**src/rtl/micro_pkg.sv**
```systemverilog
// Shared definitions for the parametrised accumulator core: opcode map and
// control-state encoding.
package micro_pkg;

    localparam int OPC_W = 4;

    localparam logic [OPC_W-1:0] OP_NOP  = 4'h0;
    localparam logic [OPC_W-1:0] OP_LDA  = 4'h1;
    localparam logic [OPC_W-1:0] OP_STA  = 4'h2;
    localparam logic [OPC_W-1:0] OP_ADD  = 4'h3;
    localparam logic [OPC_W-1:0] OP_SUB  = 4'h4;
    localparam logic [OPC_W-1:0] OP_AND  = 4'h5;
    localparam logic [OPC_W-1:0] OP_OR   = 4'h6;
    localparam logic [OPC_W-1:0] OP_XOR  = 4'h7;
    localparam logic [OPC_W-1:0] OP_LDI  = 4'h8;
    localparam logic [OPC_W-1:0] OP_JMP  = 4'h9;
    localparam logic [OPC_W-1:0] OP_JZ   = 4'hA;
    localparam logic [OPC_W-1:0] OP_JC   = 4'hB;
    localparam logic [OPC_W-1:0] OP_CALL = 4'hC;
    localparam logic [OPC_W-1:0] OP_RET  = 4'hD;
    localparam logic [OPC_W-1:0] OP_NOT  = 4'hE;
    localparam logic [OPC_W-1:0] OP_HALT = 4'hF;

    typedef enum logic [1:0] {
        S_EXEC     = 2'd0,
        S_MEM_WAIT = 2'd1,
        S_HALT     = 2'd2
    } state_t;

endpackage

```
**src/rtl/micro_ret_stack.sv**
```systemverilog
// Return-address LIFO for CALL/RET. Push/pop are ignored when full/empty;
// the core treats those cases as fatal before they reach here.
module micro_ret_stack #(
    parameter int ADDR_W      = 8,
    parameter int STACK_DEPTH = 4
) (
    input  logic              Clk,
    input  logic              Rst,
    input  logic              push,
    input  logic              pop,
    input  logic [ADDR_W-1:0] din,
    output logic [ADDR_W-1:0] dout,
    output logic              full,
    output logic              empty
);

    localparam int CNT_W = $clog2(STACK_DEPTH + 1);
    localparam int IDX_W = (STACK_DEPTH > 1) ? $clog2(STACK_DEPTH) : 1;

    logic [CNT_W-1:0]  cnt_q;
    logic [ADDR_W-1:0] mem [STACK_DEPTH];
    logic [IDX_W-1:0]  wr_idx;
    logic [IDX_W-1:0]  rd_idx;

    assign wr_idx = IDX_W'(cnt_q);
    assign rd_idx = IDX_W'(cnt_q - CNT_W'(1));
    assign full   = (cnt_q == CNT_W'(STACK_DEPTH));
    assign empty  = (cnt_q == '0);
    assign dout   = mem[rd_idx];

    always_ff @(posedge Clk or negedge Rst) begin
        if (!Rst) begin
            cnt_q <= '0;
        end else if (push && !full) begin
            cnt_q <= cnt_q + CNT_W'(1);
        end else if (pop && !empty) begin
            cnt_q <= cnt_q - CNT_W'(1);
        end
    end

    // Storage needs no reset: the entry count alone defines what is valid.
    always_ff @(posedge Clk) begin
        if (push && !full) begin
            mem[wr_idx] <= din;
        end
    end

endmodule

```
**src/rtl/micro_acc_core_p.sv**
```systemverilog
// Parametrised accumulator microprocessor with handshaked data memory,
// Z/C flags, conditional jumps and a hardware return stack.
module micro_acc_core_p
    import micro_pkg::*;
#(
    parameter  int DATA_W      = 8,
    parameter  int ADDR_W      = 8,
    parameter  int STACK_DEPTH = 4,
    localparam int INSTR_W     = OPC_W + ADDR_W
) (
    input  logic               Clk,
    input  logic               Rst,
    input  logic [INSTR_W-1:0] Instrucciones,
    input  logic [DATA_W-1:0]  Datos_Entrada,
    input  logic               Mem_Ack,
    output logic [ADDR_W-1:0]  Direccion_Instrucciones,
    output logic [ADDR_W-1:0]  Direccion_Datos,
    output logic [DATA_W-1:0]  Salida_Datos,
    output logic               RW,
    output logic               Mem_Req,
    output logic [DATA_W-1:0]  Acc_Out,
    output logic               Flag_Z,
    output logic               Flag_C,
    output logic               Halted,
    output logic               Stack_Err
);

    state_t             state_q, state_d;
    logic [ADDR_W-1:0]  pc_q, pc_d;
    logic [DATA_W-1:0]  acc_q, acc_d;
    logic               z_q, z_d;
    logic               c_q, c_d;
    logic [ADDR_W-1:0]  daddr_q, daddr_d;
    logic [DATA_W-1:0]  wdata_q, wdata_d;
    logic               rw_q, rw_d;
    logic               req_q, req_d;
    logic               halted_q, halted_d;
    logic               serr_q, serr_d;
    logic [OPC_W-1:0]   op_q, op_d;

    logic [OPC_W-1:0]   opc;
    logic [ADDR_W-1:0]  operand;
    logic [ADDR_W-1:0]  pc_inc;
    logic [DATA_W-1:0]  ldi_val;
    logic [DATA_W:0]    alu_res;

    logic               stk_push;
    logic               stk_pop;
    logic [ADDR_W-1:0]  stk_dout;
    logic               stk_full;
    logic               stk_empty;

    // Result of a memory-operand op; bit DATA_W carries out of ADD or
    // borrows out of SUB and is meaningless for the logic ops.
    function automatic logic [DATA_W:0] alu_mem(
        input logic [OPC_W-1:0]  op,
        input logic [DATA_W-1:0] a,
        input logic [DATA_W-1:0] b
    );
        logic [DATA_W:0] r;
        r = {1'b0, b};
        case (op)
            OP_ADD:  r = {1'b0, a} + {1'b0, b};
            OP_SUB:  r = {1'b0, a} - {1'b0, b};
            OP_AND:  r = {1'b0, a & b};
            OP_OR:   r = {1'b0, a | b};
            OP_XOR:  r = {1'b0, a ^ b};
            default: r = {1'b0, b};
        endcase
        return r;
    endfunction

    assign opc     = Instrucciones[INSTR_W-1 -: OPC_W];
    assign operand = Instrucciones[ADDR_W-1:0];
    assign pc_inc  = pc_q + ADDR_W'(1);
    assign ldi_val = DATA_W'(operand);
    assign alu_res = alu_mem(op_q, acc_q, Datos_Entrada);

    micro_ret_stack #(
        .ADDR_W      (ADDR_W),
        .STACK_DEPTH (STACK_DEPTH)
    ) u_ret_stack (
        .Clk   (Clk),
        .Rst   (Rst),
        .push  (stk_push),
        .pop   (stk_pop),
        .din   (pc_inc),
        .dout  (stk_dout),
        .full  (stk_full),
        .empty (stk_empty)
    );

    always_comb begin
        state_d  = state_q;
        pc_d     = pc_q;
        acc_d    = acc_q;
        z_d      = z_q;
        c_d      = c_q;
        daddr_d  = daddr_q;
        wdata_d  = wdata_q;
        rw_d     = rw_q;
        req_d    = req_q;
        halted_d = halted_q;
        serr_d   = serr_q;
        op_d     = op_q;
        stk_push = 1'b0;
        stk_pop  = 1'b0;

        case (state_q)
            S_EXEC: begin
                case (opc)
                    OP_LDA, OP_STA, OP_ADD, OP_SUB, OP_AND, OP_OR, OP_XOR: begin
                        req_d   = 1'b1;
                        daddr_d = operand;
                        rw_d    = (opc != OP_STA);
                        op_d    = opc;
                        if (opc == OP_STA) begin
                            wdata_d = acc_q;
                        end
                        state_d = S_MEM_WAIT;
                    end
                    OP_LDI: begin
                        acc_d = ldi_val;
                        z_d   = (ldi_val == '0);
                        pc_d  = pc_inc;
                    end
                    OP_JMP: pc_d = operand;
                    OP_JZ:  pc_d = z_q ? operand : pc_inc;
                    OP_JC:  pc_d = c_q ? operand : pc_inc;
                    OP_CALL: begin
                        if (stk_full) begin
                            serr_d   = 1'b1;
                            halted_d = 1'b1;
                            state_d  = S_HALT;
                        end else begin
                            stk_push = 1'b1;
                            pc_d     = operand;
                        end
                    end
                    OP_RET: begin
                        if (stk_empty) begin
                            serr_d   = 1'b1;
                            halted_d = 1'b1;
                            state_d  = S_HALT;
                        end else begin
                            stk_pop = 1'b1;
                            pc_d    = stk_dout;
                        end
                    end
                    OP_NOT: begin
                        acc_d = ~acc_q;
                        z_d   = (acc_q == '1);
                        pc_d  = pc_inc;
                    end
                    OP_HALT: begin
                        halted_d = 1'b1;
                        req_d    = 1'b0;
                        state_d  = S_HALT;
                    end
                    default: pc_d = pc_inc;
                endcase
            end
            S_MEM_WAIT: begin
                // Request lines stay frozen until the acknowledging edge.
                if (Mem_Ack) begin
                    req_d   = 1'b0;
                    rw_d    = 1'b1;
                    pc_d    = pc_inc;
                    state_d = S_EXEC;
                    if (op_q != OP_STA) begin
                        acc_d = alu_res[DATA_W-1:0];
                        z_d   = (alu_res[DATA_W-1:0] == '0);
                    end
                    if (op_q == OP_ADD || op_q == OP_SUB) begin
                        c_d = alu_res[DATA_W];
                    end
                end
            end
            S_HALT: begin
                req_d = 1'b0;
            end
            default: state_d = S_EXEC;
        endcase
    end

    always_ff @(posedge Clk or negedge Rst) begin
        if (!Rst) begin
            state_q  <= S_EXEC;
            pc_q     <= '0;
            acc_q    <= '0;
            z_q      <= 1'b0;
            c_q      <= 1'b0;
            daddr_q  <= '0;
            wdata_q  <= '0;
            rw_q     <= 1'b1;
            req_q    <= 1'b0;
            halted_q <= 1'b0;
            serr_q   <= 1'b0;
            op_q     <= OP_NOP;
        end else begin
            state_q  <= state_d;
            pc_q     <= pc_d;
            acc_q    <= acc_d;
            z_q      <= z_d;
            c_q      <= c_d;
            daddr_q  <= daddr_d;
            wdata_q  <= wdata_d;
            rw_q     <= rw_d;
            req_q    <= req_d;
            halted_q <= halted_d;
            serr_q   <= serr_d;
            op_q     <= op_d;
        end
    end

    assign Direccion_Instrucciones = pc_q;
    assign Direccion_Datos         = daddr_q;
    assign Salida_Datos            = wdata_q;
    assign RW                      = rw_q;
    assign Mem_Req                 = req_q;
    assign Acc_Out                 = acc_q;
    assign Flag_Z                  = z_q;
    assign Flag_C                  = c_q;
    assign Halted                  = halted_q;
    assign Stack_Err               = serr_q;

endmodule

```
**config.mk**
```make
export PLATFORM = sky130hd
export DESIGN_NAME = micro_acc_core_p
export DESIGN_NICKNAME = d
export VERILOG_FILES = /design/src/rtl/micro_pkg.sv /design/src/rtl/micro_ret_stack.sv /design/src/rtl/micro_acc_core_p.sv
export SDC_FILE = /design/constraint.sdc
export NUM_CORES = 1
export LEC_CHECK = 0
export CAP_MARGIN = 20
export CORE_MARGIN = 2
export CORE_UTILIZATION = 61
export CTS_CLUSTER_SIZE = 16
export DETAILED_ROUTE_END_ITERATION = 10
export PLACE_DENSITY = 0.87
export SETUP_SLACK_MARGIN = 0.15
export SYNTH_ARGS = -nofsm -noshare
export SYNTH_HDL_FRONTEND = slang
export SYNTH_SLANG_ARGS = --single-unit
```
**constraint.sdc**
```tcl
create_clock -name Clk -period 4.15 [get_ports Clk]
set_input_delay 0.6225 -clock Clk [delete_from_list [all_inputs] [get_ports Clk]]
set_output_delay 0.6225 -clock Clk [all_outputs]
set_load 0.1 [all_outputs]
```
=== Yosys cells after proc, flatten, opt, wreduce, memory -nomap -nowiden ===
Memories as Yosys holds them, arrays and structs flattened.
Index checks and enable logic that the tools add are counted.

* Add/sub/neg operators: 5
* Multipliers: 0
* Divide/modulo/power cells: 0
* $lt $le $gt $ge: 0
* Equal/unequal tests: 39
* Shift-type cells: 0
* Mux-type cells: 41
* Bitwise gates (word level): 5
* Reductions and logical operators: 26

{| class="wikitable"
|+ Operators with widths
! operator !! count
|-
| 8-bit two-way mux || 7
|-
| 8-bit case mux with 2 select lines || 3
|-
| 8-bit case mux with 6 select lines || 1
|-
| 9-bit case mux with 5 select lines || 1
|-
| 4-bit by 3-bit equality test with 1-bit output (second input constant) || 8
|-
| 4-bit equality test (second input constant) || 8
|-
| 8-bit logical NOT || 2
|-
| 1-bit two-way mux || 15
|-
| 4-bit by 2-bit equality test with 1-bit output (second input constant) || 3
|-
| 3-bit AND reduction || 4
|-
| 4-bit AND reduction || 3
|-
| 1-bit case mux with 2 select lines || 5
|-
| 5-bit AND reduction || 2
|-
| 8-bit by 8-bit adder with 9-bit output || 1
|-
| 8-bit by 8-bit subtractor with 9-bit output || 1
|-
| 8-bit by 1-bit adder with 8-bit output (second input constant) || 1
|-
| 8-bit AND || 1
|-
| 8-bit equality test (second input constant) || 1
|-
| 4-bit by 2-bit inequality test with 1-bit output (second input constant) || 2
|-
| 8-bit inverter || 1
|-
| 8-bit bitwise OR || 1
|-
| 2-bit case mux with 4 select lines || 1
|-
| 8-bit OR reduction || 1
|-
| 8-bit bitwise XOR || 1
|-
| 26 further kinds || 42
|}

* Flip-flop bits (word level): 47
* Latch bits: 0
* RAM bits: 32
* Bits in read-only memories: 0
* Bits of input ports: 23
* Memories kept: 1

{| class="wikitable"
|+ Memories
! memory !! depth !! bits a word !! rd ports !! clocked after memory_dff !! write ports !! RTL line !! text
|-
| u_ret_stack.mem || 4 || 8 || 1 || 0 || 1 || micro_ret_stack.sv:21 || <nowiki>logic [ADDR_W-1:0] mem [STACK_DEPTH];</nowiki>
|}

=== Logic depth before layout (Yosys ltp) ===
* Word-level depth: 7
* Gate-level depth with buffers: 13
* Depth with buffers taken out: 13

=== Cells and area by module ===
From an unflattened synthesis, not the netlist that was laid out.

* Cell total of the unflattened synthesis: 506
* Area, all modules: 5,207.5 um2

{| class="wikitable"
|+ By module, submodules not included
! module !! times used !! cells each !! area each (um2) !! sequential area each (um2)
|-
| micro_acc_core_p || 1 || 433 || 3,757.4 || 1,102.3
|-
| micro_ret_stack || 1 || 73 || 1,450.1 || 1,036.0
|}

=== Least setup slack after synthesis ===
Ideal clock, no wire load.

* Path kind: reg2reg
* Start point: reg acc_q[0] (netlist: Acc_Out[0])
* End point: reg z_q (netlist: Flag_Z)
* Setup time: 0.092 ns
* Data arrival time: 2.699 ns
* Required time: 4.058 ns
* Slack: 1.359 ns
* Stages on the path, launching flop included: 12
* Buffers on the path: 0
* Period minus slack after synthesis: 2.791 ns
* Cells stage by stage: dfrtp_1 > inv_1 > ha_1 > inv_1 > fa_1 > a211oi_1 > o21bai_1 > a21oi_1 > xnor2_1 > a21oi_1 > nand4_1 > o31ai_2

* Word-level cells in the longest chain between the ends: 6

{| class="wikitable"
|+ Ends and longest elaborated chain
! element !! RTL line !! text
|-
| from (decl) || micro_acc_core_p.sv:30 || <nowiki>logic [DATA_W-1:0] acc_q, acc_d;</nowiki>
|-
| from (signal assigned) || micro_acc_core_p.sv:190 || <nowiki>acc_q <= '0;</nowiki>
|-
| from (signal assigned) || micro_acc_core_p.sv:203 || <nowiki>acc_q <= acc_d;</nowiki>
|-
| 8-bit by 8-bit subtractor with 9-bit output (tied with other cells) || micro_acc_core_p.sv:64 || <nowiki>OP_SUB: r = {1'b0, a} - {1'b0, b};</nowiki>
|-
| 9-bit case mux with 5 select lines || micro_acc_core_p.sv:62 || <nowiki>case (op)</nowiki>
|-
| 8-bit logical NOT || micro_acc_core_p.sv:172 || <nowiki>z_d = (alu_res[DATA_W-1:0] == '0);</nowiki>
|-
| 1-bit two-way mux || micro_acc_core_p.sv:170 || <nowiki>if (op_q != OP_STA) begin</nowiki>
|-
| 1-bit two-way mux || micro_acc_core_p.sv:165 || <nowiki>if (Mem_Ack) begin</nowiki>
|-
| 1-bit case mux with 2 select lines * || micro_acc_core_p.sv:109 || <nowiki>case (state_q)</nowiki>
|-
| to (signal assigned) || micro_acc_core_p.sv:204 || <nowiki>z_q <= z_d;</nowiki>
|-
| to (decl) || micro_acc_core_p.sv:31 || <nowiki>logic z_q, z_d;</nowiki>
|}

Mark *: on every way between the ends. The rest lies on a longest branch, timed or not. The select of a mux whose other input is x is not followed.
A chain may end at the register's enable or synchronous reset.

=== Worst setup path after layout ===
* Start point: in Datos_Entrada[0]
* End point: reg z_q (netlist: Flag_Z)

* Word-level cells in the longest chain between the ends: 6

{| class="wikitable"
|+ Ends and longest elaborated chain
! element !! RTL line !! text
|-
| from (decl) || micro_acc_core_p.sv:14 || <nowiki>input logic [DATA_W-1:0] Datos_Entrada,</nowiki>
|-
| 8-bit by 8-bit subtractor with 9-bit output (tied with other cells) || micro_acc_core_p.sv:64 ||
|-
| 9-bit case mux with 5 select lines * || micro_acc_core_p.sv:62 ||
|-
| 8-bit logical NOT * || micro_acc_core_p.sv:172 ||
|-
| 1-bit two-way mux * || micro_acc_core_p.sv:170 ||
|-
| 1-bit two-way mux * || micro_acc_core_p.sv:165 ||
|-
| 1-bit case mux with 2 select lines * || micro_acc_core_p.sv:109 ||
|}

Marks and branches as above.

==> impl_metrics.toml <==
[drt]
antenna_left = 0
drtPass1Iterations = 5
via_per_inst = 6.40
routed_wl_um = 12900
wl_per_cell_um = 19.1
vias = 4310
drtIter0Drc = 467
drcViolationCount = 0

[yosys]
synth_area_mm2 = 0.00500
syn-num-nets = 568
synth-seq-area-share = 0.427
synth_enable_flop_cells = 32
ys_seq_elements = 79
synthCells = 508
synth_area_per_cell_um2 = 9.85
async_flop_share = 0.595
synth_ff_type = "dfrtp_1"
yosysWarningCount = 0
synth_cell_types = 61

[setup_path]
worstRegToRegCells = 5
crit_type = "in2reg"
critPathMaxStageDelay_ns = 0.57
cp_top_family = "compound AO/OA/AOI/OAI gates"
start_kind = "input pin"
path_max_fanout = 5
rr_startpoint = "u_ret_stack.cnt_q[0]"
crit_buf_inv = 3
r2r-end = "u_ret_stack.mem[3][2]"
cp_cell_sequence = "clkdlybuf4s50_1, inv_1, ha_1, and3_1, a31oi_1, xnor2_1, ha_1, or3_1, o32ai_1, xnor2_1, a21oi_1, inv_1, o31ai_2"
critPathSlowestCell = "clkdlybuf4s50_1"
critPathArrivalTime_ns = 3.56
critPathCaptureType = "flop"
reg2reg_slack_ns = 1.12
required_ns = 4.42

[timing]
rsz0062_at_grt = "no"
slew_viol_final = 0
finalHoldViolations = 0
fmax_mhz = 304
period_share = 0.793
finClkSkew_ns = 0.00864
setup_viol = 0
relSlewSlack = 0.336
tns_ns = 0
worst_pin_slew_ns = 0.993
fin_crit_ns = 3.29

[layout]
seq_area_mm2 = 0.00214
drive_above_1_share = 0.0951
utilization = 0.732
nets = 623
syn_to_final_growth_pct = 18.5
num-fill-cells = 572
multi_input_comb_area_mm2 = 0.00261
num_antenna_cells = 0

[floorplan]
ios = 61
initial_core_util = 0.618
die-area_mm2 = 0.00894
die_w_um = 94.6
coreArea_mm2 = 0.00809
num_rows = 33
die_y_um = 94.6

[clock_network]
ctsRootBufferMaster = "clkbuf_8"
path_clk_slew_ns = 0.09
cts_setup_buffers = 0
cts_tree = "done"
cts_buffer_depth = 2
ctsHoldBuffers = 0
htreeDepth = 3
clock-sinks = 79
ctsResizeCount = 0
numCtsBuffers = 9
clock_latency_ns = 0.37

[global_routing]
grt_overflow = 0
grt_antenna_before_repair = 0
grt_pass1_wl_um = 20700
grt_use_total = 0.304
grt_pass1_vias = 4157
grt_max_degree = 48

[job]
drv_cap = 0

[worst_hold_path]
min_path_type = "in2async"

[placed_design]
gp_congestion = 0.981
io_buffers = 60
hpwl_um = 9440

[run_status]
status = "finished, final reports clean"
[Yosys cell counts, drive strengths merged (3+ instances only)]
master   number  area (um2)
a222oi        3        30.0
a22oi         3        22.5
o211ai        4        30.0
o221ai        5        43.8
xnor2        17         149
xor2          3        26.3
o32ai         3        26.3
nor2b         3        18.8
and3          8        50.1
a2111oi       3        26.3
nor4          4        25.0
a211o         4        35.0
nor2         47         176
edfxtp       32         961
o21a          3        22.5
mux4          8         180
a311oi        3        50.1
and2          5        31.3
nand4         4        25.0
o22ai         8        50.1
a31oi        11        68.8
mux2i         4        40.0
nand3        12        60.1
buf          14        75.1
dfrtp        46        1150
inv          39         146
nor3          9        50.1
mux2          9         101
a22o          3        26.3
nand2b        7        43.8
o31ai         3        27.5
o21ai        40         200
clkbuf        9        33.8
nand2        31         119
ha           36         450
a21oi        43         219
[per-stage QoR]
stage | cell area (um2) | std cells | worst slack, ns | hold WS, ns
floorplan | 5000 | 508 | 1.36 | 0.327
global placement | 5670 | 656 | 0.676 | 0.455
detailed placement | 5670 | 656 | 0.520 | 0.454
CTS | 5900 | 672 | 0.898 | 0.471
global route | 5930 | 673 | 0.698 | 0.288
finish | 5930 | 673 | 0.857 | 0.249
[worst max path at each step]
stage                                 from  endpoint  slack [ns]  cells after the start
after floorplan                 Acc_Out[0]    Flag_Z        1.36                     11
after global placement    Datos_Entrada[0]    Flag_Z        0.68                     13
after detailed placement  Datos_Entrada[0]    Flag_Z        0.52                     13
after CTS                 Datos_Entrada[0]    Flag_Z        0.90                     13
after global routing      Datos_Entrada[0]    Flag_Z        0.70                     12
final                     Datos_Entrada[0]    Flag_Z        0.86                     13
[cell families after synthesis]
group | Yosys count | synth area share
XOR/XNOR | 20 | 0.0350
AND/OR/NAND/NOR | 137 | 0.130
flip-flops | 79 | 0.427
multiplexers | 21 | 0.0643
buffers and inverters | 62 | 0.0510
adder cells (fa/ha/maj) | 37 | 0.0940
AO/OA/AOI/OAI | 152 | 0.198
[layout by cell type (no fill, tap or decap), types with 4 or more instances in the layout]
master	count
o211ai_1	4
clkdlybuf4s50_1	59
xnor2_1	17
ha_1	36
nand2b_1	7
clkbuf_8	9
o21ai_0	39
nor2_1	47
a211o_1	4
and2_1	5
nand3_1	12
nor4_1	4
mux2_2	9
nand2_1	30
and3_1	8
buf_4	6
o221ai_1	5
mux2i_1	4
nor3_1	8
o22ai_1	8
a31oi_1	11
nand4_1	4
inv_1	38
dfrtp_1	46
edfxtp_1	32
a21oi_1	42
mux4_2	8
[metal layers]
metal  global-route usage  vias up  routed length [um]
met4                0.133        0                 395
met2                0.513      208                6590
li1                     -     1979                   -
met1                0.389     2082                5030
met5                    0        -                   0
met3               0.0495       41                 859
[area by class of cell]
class / count / share of cell area
Inverter: 39 / 0.0247
Tap cell: 105 / 0.0222
Clock buffer: 9 / 0.0209
Clock inverter: 7 / 0.0186
Multi-Input combinational cell: 367 / 0.440
Sequential cell: 79 / 0.361
Timing Repair Buffer: 67 / 0.113
[flip-flops by register name (all words and copies together) (netlist names)]
signal	cells
Halted	1
Mem_Req	1
Salida_Datos	8
RW	1
state_q	2
u_ret_stack.mem	32
u_ret_stack.cnt_q	3
Acc_Out	8
Direccion_Instrucciones	8
Flag_C	1
op_q	4
Direccion_Datos	8
Stack_Err	1
Flag_Z	1
Power is left out: the tool's default activity adds up to more than one toggle a clock period on the data nets, which glitch-free logic cannot reach.
